`src/rtl/core_pkg.sv`:
```
`default_nettype none
// ============================================================================
// Module      : core_pkg
// Description : Shared core widths and constants, buffer occupancy states,
//               the fetch buffer entry type and a PC alignment helper.
// Revision    : 1.0 - initial release
// ============================================================================
package core_pkg;

  localparam int XLEN = 64;
  localparam int ILEN = 32;

  localparam logic [XLEN-1:0] PC_STEP          = 64'd4;
  localparam logic [ILEN-1:0] NOP              = 32'h0000_0013;
  localparam logic [XLEN-1:0] DEFAULT_RESET_PC = 64'h0;

  // The buffer's state is its occupancy; BUF_TWO exists only in the skid build.
  typedef enum logic [1:0] {
    BUF_EMPTY = 2'd0,
    BUF_ONE   = 2'd1,
    BUF_TWO   = 2'd2
  } buf_state_e;

  typedef struct packed {
    logic [ILEN-1:0] instr;
    logic [XLEN-1:0] pc;
  } fetch_entry_t;

  // Instructions are word aligned, so the two low bits of a target are dropped.
  function automatic logic [XLEN-1:0] align_pc(input logic [XLEN-1:0] pc);
    return pc & ~64'h3;
  endfunction

endpackage
`default_nettype wire

```
`src/rtl/fetch_if.sv`:
```
`default_nettype none
// ============================================================================
// Module      : fetch_if
// Description : Fetch-stage bus: instruction-memory address/data, execute
//               redirect request, and the valid/ready handoff to decode.
//               master = fetch stage, slave = its environment.
// Revision    : 1.0 - initial release
// ============================================================================
interface fetch_if;
  import core_pkg::*;

  logic [XLEN-1:0] o_PC;
  logic [ILEN-1:0] i_Instr;
  logic            i_Redirect;
  logic [XLEN-1:0] i_Redirect_PC;
  logic            o_Valid;
  logic [ILEN-1:0] o_Instr;
  logic [XLEN-1:0] o_Instr_PC;
  logic            i_Ready;

  modport master (
    output o_PC, o_Valid, o_Instr, o_Instr_PC,
    input  i_Instr, i_Redirect, i_Redirect_PC, i_Ready
  );

  modport slave (
    input  o_PC, o_Valid, o_Instr, o_Instr_PC,
    output i_Instr, i_Redirect, i_Redirect_PC, i_Ready
  );

endinterface
`default_nettype wire

```
`src/rtl/fetch_buf.sv`:
```
`default_nettype none
// ============================================================================
// Module      : fetch_buf
// Description : IF/ID buffer, 1 or 2 entries deep, with flush. Entry 0 is
//               always the head, so the head output needs no read mux.
//               The caller never enqueues into a full buffer and never
//               dequeues an empty one.
// Revision    : 1.0 - initial release
// ============================================================================
module fetch_buf
  import core_pkg::*;
#(
  parameter int DEPTH = 2
) (
  input  logic         i_Clock,
  input  logic         i_Reset_n,
  input  logic         i_Flush,
  input  logic         i_Enq,
  input  fetch_entry_t i_Enq_Data,
  input  logic         i_Deq,
  output logic [1:0]   o_Count,
  output fetch_entry_t o_Head
);

  buf_state_e state_q, state_d;

  // Occupancy register; reset and flush both empty the buffer.
  always_ff @(posedge i_Clock) begin
    if (!i_Reset_n) state_q <= BUF_EMPTY;
    else            state_q <= state_d;
  end

  // Occupancy next state: flush wins, simultaneous enq+deq holds the count.
  always_comb begin
    state_d = state_q;
    if (i_Flush) begin
      state_d = BUF_EMPTY;
    end else begin
      case ({i_Enq, i_Deq})
        2'b10:   state_d = (state_q == BUF_EMPTY) ? BUF_ONE : BUF_TWO;
        2'b01:   state_d = (state_q == BUF_TWO)   ? BUF_ONE : BUF_EMPTY;
        default: state_d = state_q;
      endcase
    end
  end

  assign o_Count = state_q;

  generate
    if (DEPTH == 2) begin : g_depth2
      fetch_entry_t ent0_q, ent1_q;

      // Two-entry shift storage: a dequeue shifts entry 1 into the head slot.
      always_ff @(posedge i_Clock) begin
        if (!i_Reset_n) begin
          ent0_q <= '0;
          ent1_q <= '0;
        end else if (!i_Flush) begin
          if (i_Deq) begin
            if (state_q == BUF_TWO) begin
              ent0_q <= ent1_q;
              if (i_Enq) ent1_q <= i_Enq_Data;
            end else if (i_Enq) begin
              ent0_q <= i_Enq_Data;
            end
          end else if (i_Enq) begin
            if (state_q == BUF_EMPTY) ent0_q <= i_Enq_Data;
            else                      ent1_q <= i_Enq_Data;
          end
        end
      end

      assign o_Head = ent0_q;
    end else begin : g_depth1
      fetch_entry_t ent0_q;

      // Single slot: every enqueue overwrites the head.
      always_ff @(posedge i_Clock) begin
        if (!i_Reset_n)             ent0_q <= '0;
        else if (!i_Flush && i_Enq) ent0_q <= i_Enq_Data;
      end

      assign o_Head = ent0_q;
    end
  endgenerate

endmodule
`default_nettype wire

```
`src/rtl/fetch.sv`:
```
`default_nettype none
// ============================================================================
// Module      : fetch
// Description : Instruction-fetch stage. Owns the PC, reads a combinational
//               instruction memory, buffers {instr, pc} for decode and
//               handles execute redirects (which flush the buffer).
//               Build option FETCH_SKID_EN: 2-entry buffer whose enqueue
//               depends only on registered state (no i_Ready -> o_PC path).
//               Default build: 1-entry buffer, enqueue uses i_Ready.
// Revision    : 1.0 - initial release
// ============================================================================
module fetch
  import core_pkg::*;
#(
  parameter logic [XLEN-1:0] RESET_PC = DEFAULT_RESET_PC
) (
  input  logic     i_Clock,
  input  logic     i_Reset_n,
  fetch_if.master  bus
);

`ifdef FETCH_SKID_EN
  localparam int BUF_DEPTH = 2;
`else
  localparam int BUF_DEPTH = 1;
`endif

  logic [XLEN-1:0] pc_q, pc_d;
  logic [1:0]      count;
  logic            valid;
  logic            enq;
  logic            deq;
  fetch_entry_t    enq_data;
  fetch_entry_t    head;

  assign valid = (count != 2'd0);

  // A redirect flushes the head, so a coincident handshake is not a dequeue.
  assign deq = valid && bus.i_Ready && !bus.i_Redirect;

`ifdef FETCH_SKID_EN
  assign enq = !bus.i_Redirect && (count < 2'd2);
`else
  assign enq = !bus.i_Redirect && ((count == 2'd0) || bus.i_Ready);
`endif

  assign enq_data.instr = bus.i_Instr;
  assign enq_data.pc    = pc_q;

  // PC next state: redirect target beats sequential advance; stall holds.
  always_comb begin
    pc_d = pc_q;
    if (bus.i_Redirect) pc_d = align_pc(bus.i_Redirect_PC);
    else if (enq)       pc_d = pc_q + PC_STEP;
  end

  // PC register.
  always_ff @(posedge i_Clock) begin
    if (!i_Reset_n) pc_q <= RESET_PC;
    else            pc_q <= pc_d;
  end

  fetch_buf #(
    .DEPTH (BUF_DEPTH)
  ) u_buf (
    .i_Clock    (i_Clock),
    .i_Reset_n  (i_Reset_n),
    .i_Flush    (bus.i_Redirect),
    .i_Enq      (enq),
    .i_Enq_Data (enq_data),
    .i_Deq      (deq),
    .o_Count    (count),
    .o_Head     (head)
  );

  assign bus.o_PC       = pc_q;
  assign bus.o_Valid    = valid;
  assign bus.o_Instr    = head.instr;
  assign bus.o_Instr_PC = head.pc;

endmodule
`default_nettype wire

```
`src/flat_wrapper.sv`:
```
// flat-port wrapper written by rule: the top's interface ports become plain ports
module fetch_flat import core_pkg::*;
#(
  parameter logic [XLEN-1:0] RESET_PC = DEFAULT_RESET_PC
)
  (i_Clock, i_Reset_n, bus_o_PC, bus_o_Valid, bus_o_Instr, bus_o_Instr_PC, bus_i_Instr, bus_i_Redirect, bus_i_Redirect_PC, bus_i_Ready);
  fetch_if bus_i ();
  input  logic i_Clock;
  input  logic i_Reset_n;
  output wire logic [$bits(bus_i.o_PC)-1:0] bus_o_PC;
  output wire logic [$bits(bus_i.o_Valid)-1:0] bus_o_Valid;
  output wire logic [$bits(bus_i.o_Instr)-1:0] bus_o_Instr;
  output wire logic [$bits(bus_i.o_Instr_PC)-1:0] bus_o_Instr_PC;
  input wire logic [$bits(bus_i.i_Instr)-1:0] bus_i_Instr;
  input wire logic [$bits(bus_i.i_Redirect)-1:0] bus_i_Redirect;
  input wire logic [$bits(bus_i.i_Redirect_PC)-1:0] bus_i_Redirect_PC;
  input wire logic [$bits(bus_i.i_Ready)-1:0] bus_i_Ready;
  assign bus_o_PC = bus_i.o_PC;
  assign bus_o_Valid = bus_i.o_Valid;
  assign bus_o_Instr = bus_i.o_Instr;
  assign bus_o_Instr_PC = bus_i.o_Instr_PC;
  assign bus_i.i_Instr = bus_i_Instr;
  assign bus_i.i_Redirect = bus_i_Redirect;
  assign bus_i.i_Redirect_PC = bus_i_Redirect_PC;
  assign bus_i.i_Ready = bus_i_Ready;
  fetch #(.RESET_PC(RESET_PC)) u_core (.i_Clock(i_Clock), .i_Reset_n(i_Reset_n), .bus(bus_i));
endmodule
```
`config.mk`:
```
export PLATFORM = sky130hd
export DESIGN_NAME = fetch_flat
export DESIGN_NICKNAME = d
export VERILOG_FILES = /design/src/rtl/core_pkg.sv /design/src/rtl/fetch_if.sv /design/src/rtl/fetch_buf.sv /design/src/rtl/fetch.sv /design/src/flat_wrapper.sv
export SDC_FILE = /design/constraint.sdc
export NUM_CORES = 1
export LEC_CHECK = 0
export BUFFER_PORTS_ARGS = -buffer_cell sky130_fd_sc_hd__buf_2
export CORE_ASPECT_RATIO = 2
export CORE_MARGIN = 2
export CORE_UTILIZATION = 34
export CTS_BUF_LIST = sky130_fd_sc_hd__clkbuf_4 sky130_fd_sc_hd__clkbuf_8
export CTS_CLUSTER_DIAMETER = 40
export DETAILED_ROUTE_END_ITERATION = 10
export GPL_TIMING_DRIVEN = 1
export HOLD_SLACK_MARGIN = 0.15
export REMOVE_ABC_BUFFERS = 1
export SLEW_MARGIN = 20
export SYNTH_ARGS = -nofsm -noshare
export SYNTH_HDL_FRONTEND = slang
export SYNTH_SLANG_ARGS = --single-unit
```
`constraint.sdc`:
```
create_clock -name i_Clock -period 2.27 [get_ports i_Clock]
set_input_delay 0.681 -clock i_Clock [delete_from_list [all_inputs] [get_ports i_Clock]]
set_output_delay 0.681 -clock i_Clock [all_outputs]
set_load 0.02 [all_outputs]
```
==> impl_metrics.ini <==
[power]
clkPwrFrac_pct = 36.6
p_int_mw = 4.61
total_power_mw = 6.42
ir_worst_vdd_v = 0.000342
p_sw_mw = 1.81
powerDensity_nw_per_um2 = 694
power.leakage_nw = 3.98
netSwitchingFraction_pct = 28.1
p_comb_share_pct = 16.2
p_seq_share_pct = 47.2

[worst_setup_path]
arrival_ns = 2.47
rr_worst_depth = 6
rrSetupSlack_ns = 0.16
critPathRequiredTime_ns = 2.62
crit_path_max_incr_delay_ns = 0.46
cp_slowest_cell = dfxtp_1
cp_top_family = simple AND/OR/NAND/NOR gates
worstReg2RegStart = u_core.bus.o_PC[13]$_SDFFE_PN0P_
startpoint_type = flip-flop
critPathBufInv = 1
timing.rr.end = u_core.bus.o_PC[40]$_SDFFE_PN0P_
cp_cell_sequence = nand4_1 -> nor3_1 -> nand4_2 -> buf_4 -> xor2_1 -> a211oi_1
cp-end-kind = flip-flop
crit_type = reg2reg
crit_fanout = 7

[synthesis]
synthCells = 860
synth-simple-area-share_pct = 25.2
synthXorXnorAreaFrac_pct = 7.14
ys_ff_latch = 158
avgSynthCellArea_um2 = 7.85
yosysMostFrequentCell = nand2_1
synthTopCellsByCount = 222 x nand2_1, 158 x dfxtp_1, 135 x a21oi_1
yosys.area.top_type = dfxtp_1
synth_area_um2 = 6750
ys_types = 42
synth_edf_count = 0
ys_top_cells_by_area = dfxtp_1 47%, nand2_1 12%, a21oi_1 10%
ys.flop_type = dfxtp_1
synth_warnings = 0
seq_area_frac_synth_pct = 46.9
synth_compound_area_share_pct = 15.8
synth-adder-area-share_pct = 0.185
synth_top_family_by_area = simple AND/OR/NAND/NOR gates
yosysTopAreaCellShare_pct = 46.9
synthMuxAreaShare_pct = 0.148
async_flop_share_pct = 0

[route]
ant_nets = 0
drt_wl_total_um = 23400
met2WireLength_um = 13200
drtIter0Drc = 244
routed_via_density = 4.86
dr_total_vias = 6951
wl_met1_um = 8460
dr.pass1.iters = 4
wl_met3_um = 948
top_layer = met5
wire_per_inst_um = 16.4
drcViolationCount = 0

[clock_network]
root_buffer = clkbuf_8
postCtsResizedCells = 0
post-cts-setup-buffers = 0
cts.clk_slew.worst_paths_ns = 0.09
ctsHtreeMaxLevel = 4
insertion_delay_ns = 0.45
numClockSinks = 158
postCtsHoldBufs = 0
cts_tree = built
cts_buffer_depth = 2
cts_made_buffers = 17

[global_routing]
grt_max_degree = 94
antenna_found_initial = 5
overflow = 0
grt_pass1_wl_um = 35600
grt_usage_pct = 21.6
grt_pass1_vias = 6781

[run]
drv_cap = 0

[status]
outcome = finished, final reports clean

[timing]
period_needed_ns = 2.11
maxSlewViolCount = 0
finalHoldViolations = 0
setup_tns_ns = 0
skew_ns = 0.0199
setup_viol = 0
rsz0062_at_grt = no
fmax_ghz = 0.473
finalCritPeriodShare_pct = 93.1

[die]
die_h_um = 203
pin_count = 261
rows = 72
start_util_pct = 34.8
die-area_um2 = 21100
dieWidth_um = 104
coreArea_um2 = 19400

[worst_hold_path]
worstHoldPathType = in2reg
min_to = u_core.bus.o_PC[14]$_SDFFE_PN0P_
worstHoldPathCells = 2
hp-start = bus_i_Redirect_PC[14]

[layout]
multi_input_area_um2 = 3310
area_growth_pct = 37.0
nFillCells = 2035
fin_nets = 1257
drive_gt1_share_pct = 32.7
final_cell_count_no_fill = 1431
seqCellArea_um2 = 3160

[place]
hpwl_um = 17400
io_buffers = 254
routabilityCongestion = 0.807
dp.cells = 1396
state kept, by name, summed over array words and instances, names as in the netlist:
name                  flops
u_core.u_buf.o_Head      94
u_core.u_buf.o_Count      2
u_core.bus.o_PC          62
worst max-delay path by stage:
stage	slack, ns	cells past startpoint	endpoint	start
2_1_floorplan	-2.85	6	u_core.bus.o_PC[43]$_SDFFE_PN0P_	bus_i_Redirect
3_3_place_gp	-0.03	7	u_core.bus.o_PC[18]$_SDFFE_PN0P_	bus_i_Ready
3_5_place_dp	-0.05	7	u_core.bus.o_PC[18]$_SDFFE_PN0P_	bus_i_Ready
4_1_cts	0.07	6	u_core.bus.o_PC[59]$_SDFFE_PN0P_	u_core.bus.o_PC[9]$_SDFFE_PN0P_
5_1_grt	0.02	8	u_core.bus.o_PC[63]$_SDFFE_PN0P_	u_core.bus.o_PC[9]$_SDFFE_PN0P_
6_report	0.16	6	u_core.bus.o_PC[40]$_SDFFE_PN0P_	u_core.bus.o_PC[13]$_SDFFE_PN0P_
power groups by stage:
stage	Combinational, mW	Clock, mW	Sequential (mW)
detailed placement	1.05	0	3.10
global placement	1.04	0	3.09
floorplan	0.317	0	3.31
finish	1.04	2.35	3.03
CTS	1.05	2.41	3.03
global route	1.13	2.53	3.05
cells by family (layout without fill, tap and decap cells):
kind of cell | count (synthesis) | after routing
buffers and inverters | 70 | 375
adders and majority gates | 1 | 1
xor gates and xnor gates | 55 | 55
and+or+nand+nor | 375 | 375
muxes | 1 | 1
AOI/OAI and AO/OA | 199 | 199
other | 1 | 8
DFF | 158 | 158
metrics by stage:
step	util [%]	worst slack, ns	hold slack, ns	cell area (µm²)
after floorplan	-	-2.85	0.452	6490
after global placement	45.3	-0.0332	0.439	8780
after detailed placement	45.3	-0.0494	0.443	8780
after CTS	47.6	0.0667	0.416	9220
after global routing	47.7	0.0240	0.417	9240
final	47.7	0.156	0.449	9240
cell usage in the layout, fill, tap and decap left out, types with 4 or more instances in the layout:
cell type and count:
a211oi_1 17, a21oi_1 135, and3_1 12, and4_1 4, buf_12 6, buf_2 254
buf_4 74, bufinv_16 4, clkbuf_8 20, conb_1 4, dfxtp_1 158, diode_2 4
inv_1 8, nand2_1 221, nand3_1 21, nand4_1 23, nor2_1 37, nor3_1 24
nor4_1 7, o21ai_0 38, or3_1 6, xnor2_1 37, xor2_1 18
layout make-up:
type                            instances  share of cell area, %
Clock buffer                           21                   3.06
Inverter                               10                  0.447
Multi-Input combinational cell        635                   35.9
Tap cell                              259                   3.51
Sequential cell                       158                   34.2
Antenna cell                            4                  0.108
Timing Repair Buffer                  334                   21.1
Clock inverter                         10                   1.75
routing by layer:
metal | vias to the layer above | GRT usage [%]
met4 | 2 | 11.4
met2 | 199 | 42.2
met3 | 51 | 3.71
met1 | 3187 | 21.5
li1 | 3512 | -
met5 | - | 0
No activity file was read; power rests on OpenSTA's default activity.
